### src/rtl/qed_pkg.sv
// qed_pkg: shared types and defaults for the Symbolic-QED commit tracker.
package qed_pkg;

  // Default width of each commit counter.
  localparam int unsigned CNT_W_DEFAULT = 8;

  // Tracker phases:
  //   S_ORIG - original instructions are retiring
  //   S_DUP  - sif_commit has been seen, duplicates are retiring
  //   S_SAT  - a counter tried to wrap; counts are no longer trustworthy
  typedef enum logic [1:0] {
    S_ORIG = 2'd0,
    S_DUP  = 2'd1,
    S_SAT  = 2'd2
  } qed_state_e;

endpackage : qed_pkg

### src/rtl/qed_sat_counter.sv
// qed_sat_counter: CNT_W-bit commit counter with increment enable and freeze.
// It never wraps. would_ovf flags an increment request made at the maximum
// value, and the owner uses it to move to saturation. The next-state value is
// exported so the owner can register decodes that are aligned with the count.
module qed_sat_counter
  import qed_pkg::*;
#(
  parameter int unsigned CNT_W = CNT_W_DEFAULT
) (
  input  logic             clk,
  input  logic             rst_n,
  input  logic             inc,
  input  logic             freeze,
  output logic [CNT_W-1:0] count,
  output logic [CNT_W-1:0] count_next,
  output logic             would_ovf
);

  logic [CNT_W-1:0] count_q;
  logic [CNT_W-1:0] count_d;
  logic             at_max;
  logic             inc_live;

  assign at_max   = (count_q == '1);
  assign inc_live = inc & ~freeze;

  // Next count: hold when frozen, and refuse to wrap at the maximum value.
  always_comb begin
    count_d   = count_q;
    would_ovf = 1'b0;
    if (inc_live) begin
      if (at_max) begin
        would_ovf = 1'b1;
      end else begin
        count_d = count_q + CNT_W'(1);
      end
    end
  end

  // Count register.
  always_ff @(posedge clk or negedge rst_n) begin
    if (!rst_n) begin
      count_q <= '0;
    end else begin
      count_q <= count_d;
    end
  end

  assign count      = count_q;
  assign count_next = count_d;

endmodule : qed_sat_counter

### src/rtl/qed_commit_tracker.sv
// qed_commit_tracker: counts original and duplicate commits of a Symbolic-QED
// run and produces the sif_commit_pulsed / qed_check_valid strobes that the
// consistency checkers use.
//
// Optional feature, selected by the macro QED_STRICT_ORDER_EN: sticky
// commit-ordering check on order_err. With the macro undefined, order_err is
// tied low.
module qed_commit_tracker
  import qed_pkg::*;
#(
  parameter int unsigned CNT_W = CNT_W_DEFAULT
) (
  input  logic             clk,
  input  logic             rst_n,
  input  logic             sif_commit,
  input  logic             commit_valid,
  input  logic             commit_is_dup,
  output logic             sif_commit_pulsed,
  output logic             qed_check_valid,
  output logic [CNT_W-1:0] orig_count,
  output logic [CNT_W-1:0] dup_count,
  output logic             order_err
);

  qed_state_e       state_q;
  qed_state_e       state_d;
  logic             sif_commit_pulsed_q;
  logic             sif_commit_pulsed_d;
  logic             qed_check_valid_q;
  logic             qed_check_valid_d;
  logic             order_err_q;
  logic             order_err_d;

  logic             inc_orig;
  logic             inc_dup;
  logic             frozen;
  logic             orig_ovf;
  logic             dup_ovf;
  logic             any_ovf;
  logic [CNT_W-1:0] orig_q;
  logic [CNT_W-1:0] dup_q;
  logic [CNT_W-1:0] orig_d;
  logic [CNT_W-1:0] dup_d;

  // The interface carries one commit per cycle, steered by commit_is_dup.
  assign inc_orig = commit_valid & ~commit_is_dup;
  assign inc_dup  = commit_valid &  commit_is_dup;
  assign frozen   = (state_q == S_SAT);

  qed_sat_counter #(
    .CNT_W (CNT_W)
  ) u_orig_cnt (
    .clk        (clk),
    .rst_n      (rst_n),
    .inc        (inc_orig),
    .freeze     (frozen),
    .count      (orig_q),
    .count_next (orig_d),
    .would_ovf  (orig_ovf)
  );

  qed_sat_counter #(
    .CNT_W (CNT_W)
  ) u_dup_cnt (
    .clk        (clk),
    .rst_n      (rst_n),
    .inc        (inc_dup),
    .freeze     (frozen),
    .count      (dup_q),
    .count_next (dup_d),
    .would_ovf  (dup_ovf)
  );

  assign any_ovf = orig_ovf | dup_ovf;

  // Phase sequencing. Saturation wins over the sif_commit switch, so a run
  // that overflows in the same cycle sif_commit arrives never pulses.
  always_comb begin
    state_d             = state_q;
    sif_commit_pulsed_d = 1'b0;
    unique case (state_q)
      S_ORIG: begin
        if (any_ovf) begin
          state_d = S_SAT;
        end else if (sif_commit) begin
          state_d             = S_DUP;
          sif_commit_pulsed_d = 1'b1;
        end
      end
      S_DUP: begin
        if (any_ovf) begin
          state_d = S_SAT;
        end
      end
      S_SAT: begin
        state_d = S_SAT;
      end
      default: begin
        state_d = S_ORIG;
      end
    endcase
  end

`ifdef QED_STRICT_ORDER_EN
  logic order_viol;

  // Ordering rules: no duplicates before the switch, no originals after it,
  // and never more duplicates than originals. They are not evaluated once
  // saturated, because the counts are frozen and meaningless from then on.
  always_comb begin
    order_viol = 1'b0;
    if (!frozen) begin
      if (inc_dup && (state_q == S_ORIG)) begin
        order_viol = 1'b1;
      end
      if (inc_orig && (state_q == S_DUP)) begin
        order_viol = 1'b1;
      end
      if (inc_dup && (dup_q >= orig_q)) begin
        order_viol = 1'b1;
      end
    end
    order_err_d = order_err_q | order_viol;
  end
`else
  // No ordering checks: the error flag is constant low.
  always_comb begin
    order_err_d = 1'b0;
  end
`endif

  // The check strobe is decoded from next-state values and then registered.
  // This keeps it cycle-aligned with the counters and leaves no path from an
  // input to the output.
  always_comb begin
    qed_check_valid_d = (state_d == S_DUP) &&
                        (orig_d == dup_d) &&
                        (orig_d != '0) &&
                        !order_err_d;
  end

  // FSM state and registered outputs.
  always_ff @(posedge clk or negedge rst_n) begin
    if (!rst_n) begin
      state_q             <= S_ORIG;
      sif_commit_pulsed_q <= 1'b0;
      qed_check_valid_q   <= 1'b0;
      order_err_q         <= 1'b0;
    end else begin
      state_q             <= state_d;
      sif_commit_pulsed_q <= sif_commit_pulsed_d;
      qed_check_valid_q   <= qed_check_valid_d;
      order_err_q         <= order_err_d;
    end
  end

  assign sif_commit_pulsed = sif_commit_pulsed_q;
  assign qed_check_valid   = qed_check_valid_q;
  assign orig_count        = orig_q;
  assign dup_count         = dup_q;
  assign order_err         = order_err_q;

endmodule : qed_commit_tracker

### config.mk
export PLATFORM = sky130hd
export DESIGN_NAME = qed_commit_tracker
export DESIGN_NICKNAME = d
export VERILOG_FILES = /design/src/rtl/qed_pkg.sv /design/src/rtl/qed_sat_counter.sv /design/src/rtl/qed_commit_tracker.sv
export SDC_FILE = /design/constraint.sdc
export NUM_CORES = 1
export LEC_CHECK = 0
export ABC_AREA = 0
export ABC_CLOCK_PERIOD_IN_PS = 4500
export BUFFER_PORTS_ARGS = -buffer_cell sky130_fd_sc_hd__clkbuf_2
export CORE_ASPECT_RATIO = 1.2
export CORE_MARGIN = 1.5
export CORE_UTILIZATION = 25
export CTS_BUF_LIST = sky130_fd_sc_hd__clkbuf_4 sky130_fd_sc_hd__clkbuf_8
export DETAILED_ROUTE_END_ITERATION = 8
export GPL_ROUTABILITY_DRIVEN = 0
export SETUP_SLACK_MARGIN = 0.4
export SLEW_MARGIN = 20
export SYNTH_ARGS = -nofsm -noshare
export SYNTH_HDL_FRONTEND = slang
export SYNTH_SLANG_ARGS = --single-unit
### constraint.sdc
create_clock -name clk -period 4.5 [get_ports clk]
set_clock_uncertainty 0.05 [all_clocks]
set_input_delay 0.45 -clock clk [delete_from_list [all_inputs] [get_ports clk]]
set_output_delay 0.45 -clock clk [all_outputs]
set_load 0.1 [all_outputs]
==> flow_summary.ini, run 1 <==
[run_status]
outcome = finished, final reports clean

[clock_network]
clock-sinks = 20
root_buffer = clkbuf_8
cts.clk_slew.worst_paths_ns = 0.07
cts_max_level = 1
post_cts_resized = 0
hold_buffers = 0
clk_path_buf_depth = 2
clock_latency_ns = 0.26
numCtsBuffers = 3
postCtsSetupBuffers = 0
cts_tree = built

[global_routing]
grt.total_usage = 0.109
first_global_vias = 924
overflow = 0
grt_pass1_wl_um = 4390
grt_max_degree = 21
grt_antenna_before_repair = 0

[logic_synthesis]
avgSynthCellArea_um2 = 10.1
synth_async_sr_flop_share = 1.00
netlist_area_um2 = 1250
synth_cells = 124
synth_edf_count = 0
synth_cell_types = 44
yosysSeqAreaShare = 0.399
ys_seq_elements = 20
ys_warn_count = 0
synth_nets = 131
synth_ff_type = dfrtp_1

[flow_run]
cap_viol_max_count = 0

[setup_path]
crit_path_start_kind = flip-flop
cp-end-kind = flip-flop
crit_type = reg -> reg
required_ns = 4.58
cp_max_fo = 8
cp.arrival_ns = 2.40

[die]
initial_core_util = 0.258
die_width_um = 67.7
rows = 28
core_um2 = 4870
dieArea_um2 = 5460
die_y_um = 80.6
io_pins = 24

[detailed_routing]
viasPerCell = 4.61
drc = 0
wl_per_cell_um = 13.1
finalWirelength_um = 2720
firstDrtPassIters = 4
vias = 959
drt_iter0_markers = 69
ant_nets = 0

[timing]
rsz0062_at_grt = no
tightest_slew_ns = 0.568
max_slew_margin = 0.617
fin_crit_sh = 0.514
slew_violations = 0
fin_crit_ns = 2.31
fmax_mhz = 433
setup_tns_ns = 0
hold_violations = 0
setup_viol = 0

[hold_path]
hold_class = in -> async

[finish]
fillCellCount = 517
diodes = 0
multi_input_area_um2 = 709
drive_above_1_share = 0.318
final_common_cell = clkbuf_2
final_cell_mix = clkbuf_2, dfrtp_1, nand2_1
syn2layout_area_growth_pct = 17.9
seqCellArea_um2 = 500
fin_nets = 156

[placement]
port_buffers = 22
hpwl_um = 2100
-- sequential cells by signal, summed over array words and instances (netlist names) --
signal / flops
sif_commit_pulsed: 1
u_orig_cnt.count: 8
u_dup_cnt.count: 8
state_q: 2
qed_check_valid: 1
-- stage by stage --
| stage | util | worst slack (ns) | instance area (µm²) | hold WS, ns | cells |
|---|---|---|---|---|---|
| finish | 0.304 | 2.19 | 1480 | 0.111 | 208 |
| global route | 0.304 | 1.95 | 1480 | 0.145 | 208 |
| CTS | 0.304 | 2.17 | 1480 | 0.129 | 208 |
| detailed placement | 0.293 | 2.19 | 1430 | 0.412 | 204 |
| global placement | 0.293 | 2.24 | 1430 | 0.414 | 204 |
| floorplan | - | 1.76 | 1250 | 0.104 | 124 |
-- logic make-up after synthesis --
family                     after synthesis  share of synthesized area
and+or+nand+nor                         56                      0.282
DFF                                     20                      0.399
AOI/OAI and AO/OA                       15                     0.0808
xor gates and xnor gates                12                      0.101
buffers and inverters                   10                     0.0359
muxes                                    8                     0.0788
adders and majority gates                2                     0.0199
other                                    1                    0.00299
-- path summary, 6_finish.rpt --
path                                          startpoint                            to  slack (ns)  cells after the start
min reg2reg                         state_q[1]$_DFF_PN0_          state_q[1]$_DFF_PN0_        0.45                      1
min                                                rst_n  u_dup_cnt.count[0]$_DFF_PN0_        0.11                      1
max                        u_orig_cnt.count[0]$_DFF_PN0_     qed_check_valid$_DFF_PN0_        2.19                      8
max in group asynchronous                          rst_n  u_dup_cnt.count[3]$_DFF_PN0_        3.92                      1
max reg2reg                u_orig_cnt.count[0]$_DFF_PN0_     qed_check_valid$_DFF_PN0_        2.19                      8
min in group clk                              sif_commit          state_q[0]$_DFF_PN0_        0.38                      2
-- synth_stat cells (2+ instances only) --
master | n | share of area
mux2_2 | 2 | 0.018
nand3_1 | 6 | 0.024
nor4_1 | 2 | 0.010
ha_1 | 2 | 0.020
inv_1 | 8 | 0.024
a21oi_2 | 2 | 0.014
nand4_1 | 4 | 0.020
dfrtp_1 | 20 | 0.40
buf_4 | 2 | 0.012
nor3_1 | 2 | 0.0080
nor2_1 | 5 | 0.015
nand2_1 | 15 | 0.045
nor2_4 | 2 | 0.018
nor2_2 | 3 | 0.015
xnor2_1 | 3 | 0.021
xor2_1 | 7 | 0.049
and3_1 | 2 | 0.010
o21ai_0 | 3 | 0.012
mux2i_1 | 4 | 0.032
a21oi_1 | 4 | 0.016
o2111ai_1 | 2 | 0.014
and2_1 | 2 | 0.010
-- layout make-up --
type / count / area share
clock buffers: 4 / 0.0372
inverters: 8 / 0.0203
multi-input cells: 94 / 0.479
flip-flops and latches: 20 / 0.338
well taps: 60 / 0.0507
repair buffers: 22 / 0.0744
-- per-layer routing --
layer  global-route usage  share of wire  vias up
li1                     -              -      478
met4               0.0490          0.016        0
met3               0.0210          0.058        4
met5                    0              0        -
met1                0.146           0.48      445
met2                0.167           0.45       32
-- critical path: stages (launching register included) --
cell and delay [ns]:
dfrtp_1 0.50, ha_1 0.28, nand4_2 0.19, nor4b_2 0.36, nand3b_1 0.11, o21ai_0 0.21
nand3_1 0.13, nor4_1 0.26, nor4_2 0.09
Power of run 1 is not shown: default switching activity piles up to over one toggle a cycle in this logic, so the estimate is an artifact.
==> inputs of run 2 (changes only) <==
--- a/config.mk
+++ b/config.mk
@@ -5,8 +5,8 @@
 export SDC_FILE = /design/constraint.sdc
 export NUM_CORES = 1
 export LEC_CHECK = 0
-export ABC_AREA = 0
-export ABC_CLOCK_PERIOD_IN_PS = 4500
+export ABC_AREA = 1
+export ABC_CLOCK_PERIOD_IN_PS = 2400
 export BUFFER_PORTS_ARGS = -buffer_cell sky130_fd_sc_hd__clkbuf_2
 export CORE_ASPECT_RATIO = 1.2
 export CORE_MARGIN = 1.5
==> constraint.sdc (replaced) <==
create_clock -name clk -period 2.4 [get_ports clk]
set_clock_uncertainty 0.05 [all_clocks]
set_input_delay 0.24 -clock clk [delete_from_list [all_inputs] [get_ports clk]]
set_output_delay 0.24 -clock clk [all_outputs]
set_load 0.1 [all_outputs]
==> run 2 against run 1 <==
Compared with the run above:
- global-route usage about the same
- register-to-register slack got worse by 1.6 ns
- wire length increased by 16%
- sequential cell count unchanged
- via count increased by 34%
- worst setup slack got worse by 1.6 ns
- cell count increased by 39%
- first-iteration DRC count increased by 2.9%
- largest cell class unchanged
- die area increased by 7.3%
- non-clock buffer count increased by 2
==> flow_summary.ini, run 2 <==
[logic_synthesis]
yosys.area.top_type = dfrtp_1
ys_seq_elements = 20
synth_top_cell_area_share = 0.371
synth_ff_type = dfrtp_1
synth_async_sr_flop_share = 1.00
yosys-top-cells-count = nand2_1, nor2_1, inv_1
synth_cells = 202
netlist_area_um2 = 1350
synth_cell_types = 23
synthTopCellsByArea = dfrtp_1, nand2_1, nand3_1
avgSynthCellArea_um2 = 6.68
synth_nets = 209
ys_warn_count = 0
yosysSeqAreaShare = 0.371
synth_most_common_cell = nand2_1
synth_edf_count = 0

[clock_network]
cts.clk_slew.worst_paths_ns = 0.08
clock_latency_ns = 0.26
clk_path_buf_depth = 2
cts_tree = built
root_buffer = clkbuf_8
cts_max_level = 1
numCtsBuffers = 3
clock-sinks = 20

[die]
die_y_um = 83.5
io_pins = 24
dieArea_um2 = 5850
core_um2 = 5260
die_width_um = 70.1
initial_core_util = 0.257
rows = 29

[global_routing]
grt_pass1_wl_um = 5180
grt_antenna_before_repair = 0
overflow = 0
grt_max_degree = 21
grt.total_usage = 0.108
first_global_vias = 1169

[detailed_routing]
firstDrtPassIters = 4
finalWirelength_um = 3160
ant_nets = 0
viasPerCell = 4.44
drc = 0
wl_per_cell_um = 10.9
drt_iter0_markers = 71
vias = 1282

[timing]
rsz0062_at_grt = no
max_slew_margin = 0.637
fin_crit_sh = 0.769
setup_tns_ns = 0
fmax_mhz = 542
slew_violations = 0
tightest_slew_ns = 0.547
setup_viol = 0
fin_crit_ns = 1.84
hold_violations = 0
setup_ws_ns = 0.555

[hold_path]
hold_depth = 3
hold_class = in -> reg
hp-start = sif_commit
hold_path_end = state_q[0]$_DFF_PN0_

[setup_path]
r2r_start = u_dup_cnt.count[0]$_DFF_PN0_
cp-end-kind = flip-flop
cp_top_family = simple AND/OR/NAND/NOR gates
r2r_setup_slack_ns = 0.56
required_ns = 2.55
slowest_stage = dfrtp_4
cp_max_fo = 9
worst-r2r-cell-count = 11
rr_endpoint = qed_check_valid$_DFF_PN0_
cp.arrival_ns = 1.99
cp_cell_sequence = ha_1, nand2_2, nor2_4, nand2_4, nand2_1, o21bai_1, nand2_1, xnor2_1, nor2_1, nand2_1, nor2_2
path_common_cell = nand2_1
crit_path_start_kind = flip-flop
crit_path_max_incr_delay_ns = 0.50
crit_buf_inv = 0
crit_type = reg -> reg

[placement]
post-place-ws_ns = 0.443
dpl.cell_count = 283
port_buffers = 22
hpwl_um = 2490

[finish]
multi_input_area_um2 = 774
diodes = 0
instances_no_fill = 289
drive_above_1_share = 0.291
fin_nets = 235
final_common_cell = nand2_1
fillCellCount = 561
final_cell_mix = nand2_1, inv_1, nor2_1
seqCellArea_um2 = 531
syn2layout_area_growth_pct = 23.2

[flow_run]
cap_viol_max_count = 0

[power_and_ir_drop]
leakagePower_nw = 0.853
vdd_drop_max_v = 0.000629
power_density_nw_per_um2 = 1130

[run_status]
outcome = finished, final reports clean
-- run 2: per-layer routing --
metal	wire [µm]	GRT usage
met1	1450	0.141
met2	1550	0.179
met4	49	0.0385
met5	0	0
met3	111	0.0205
-- run 2: area by class of cell --
cell class,count,share of cell area
Timing Repair Buffer,24,0.0767
Sequential cell,20,0.319
Tap cell,62,0.0467
Clock buffer,4,0.0331
Inverter,26,0.0587
Multi-Input combinational cell,153,0.466
-- run 2: per-stage QoR --
stage | power, W | util | hold WS (ns) | area, µm²
2_1_floorplan | 0.00142 | - | -0.106 | 1380
3_3_place_gp | 0.00160 | 0.293 | 0.194 | 1540
3_5_place_dp | 0.00160 | 0.293 | 0.198 | 1540
4_1_cts | 0.00186 | 0.305 | 0.195 | 1610
5_1_grt | 0.00199 | 0.316 | 0.219 | 1660
6_report | 0.00188 | 0.316 | 0.187 | 1660
-- run 2: how the worst max path moves through the flow --
stage	endpoint	slack (ns)	cells past startpoint	start
2_1_floorplan	qed_check_valid$_DFF_PN0_	0.42	10	u_dup_cnt.count[1]$_DFF_PN0_
3_3_place_gp	qed_check_valid$_DFF_PN0_	0.44	10	u_orig_cnt.count[0]$_DFF_PN0_
3_5_place_dp	qed_check_valid$_DFF_PN0_	0.44	10	u_orig_cnt.count[0]$_DFF_PN0_
4_1_cts	qed_check_valid$_DFF_PN0_	0.42	10	u_orig_cnt.count[0]$_DFF_PN0_
5_1_grt	qed_check_valid$_DFF_PN0_	0.39	13	u_orig_cnt.count[0]$_DFF_PN0_
6_report	qed_check_valid$_DFF_PN0_	0.56	11	u_dup_cnt.count[0]$_DFF_PN0_
-- run 2: repair_timing --
action | CTS | global route
hold buffers | 1 | 0
endpoints found under the hold margin | 20 | 0
buffers inserted | 0 | 1
resized for setup | 0 | 13
endpoints found under the setup margin | 0 | 1
-- run 2: kinds of logic (layout without fill, tap and decap cells) --
family	after synthesis	after routing	synth area share
xor gates and xnor gates	4	4	0.0260
DFF	20	20	0.371
and+or+nand+nor	137	137	0.453
AOI/OAI and AO/OA	9	9	0.0371
adders and majority gates	2	2	0.0185
other	1	1	0.00278
buffers and inverters	29	54	0.0918
-- run 2: worst min-delay path: cells and delay by family --
family | cells | cell delay [ns]
buf+inv | 2 | 0.15
compound gates | 1 | 0.08
-- run 2: power by group --
group	internal, W	switching [W]
clock network	0.000146	0.000111
registers	0.000436	0.000118
logic	0.000220	0.000845
Power figures use the tool's default switching activity.
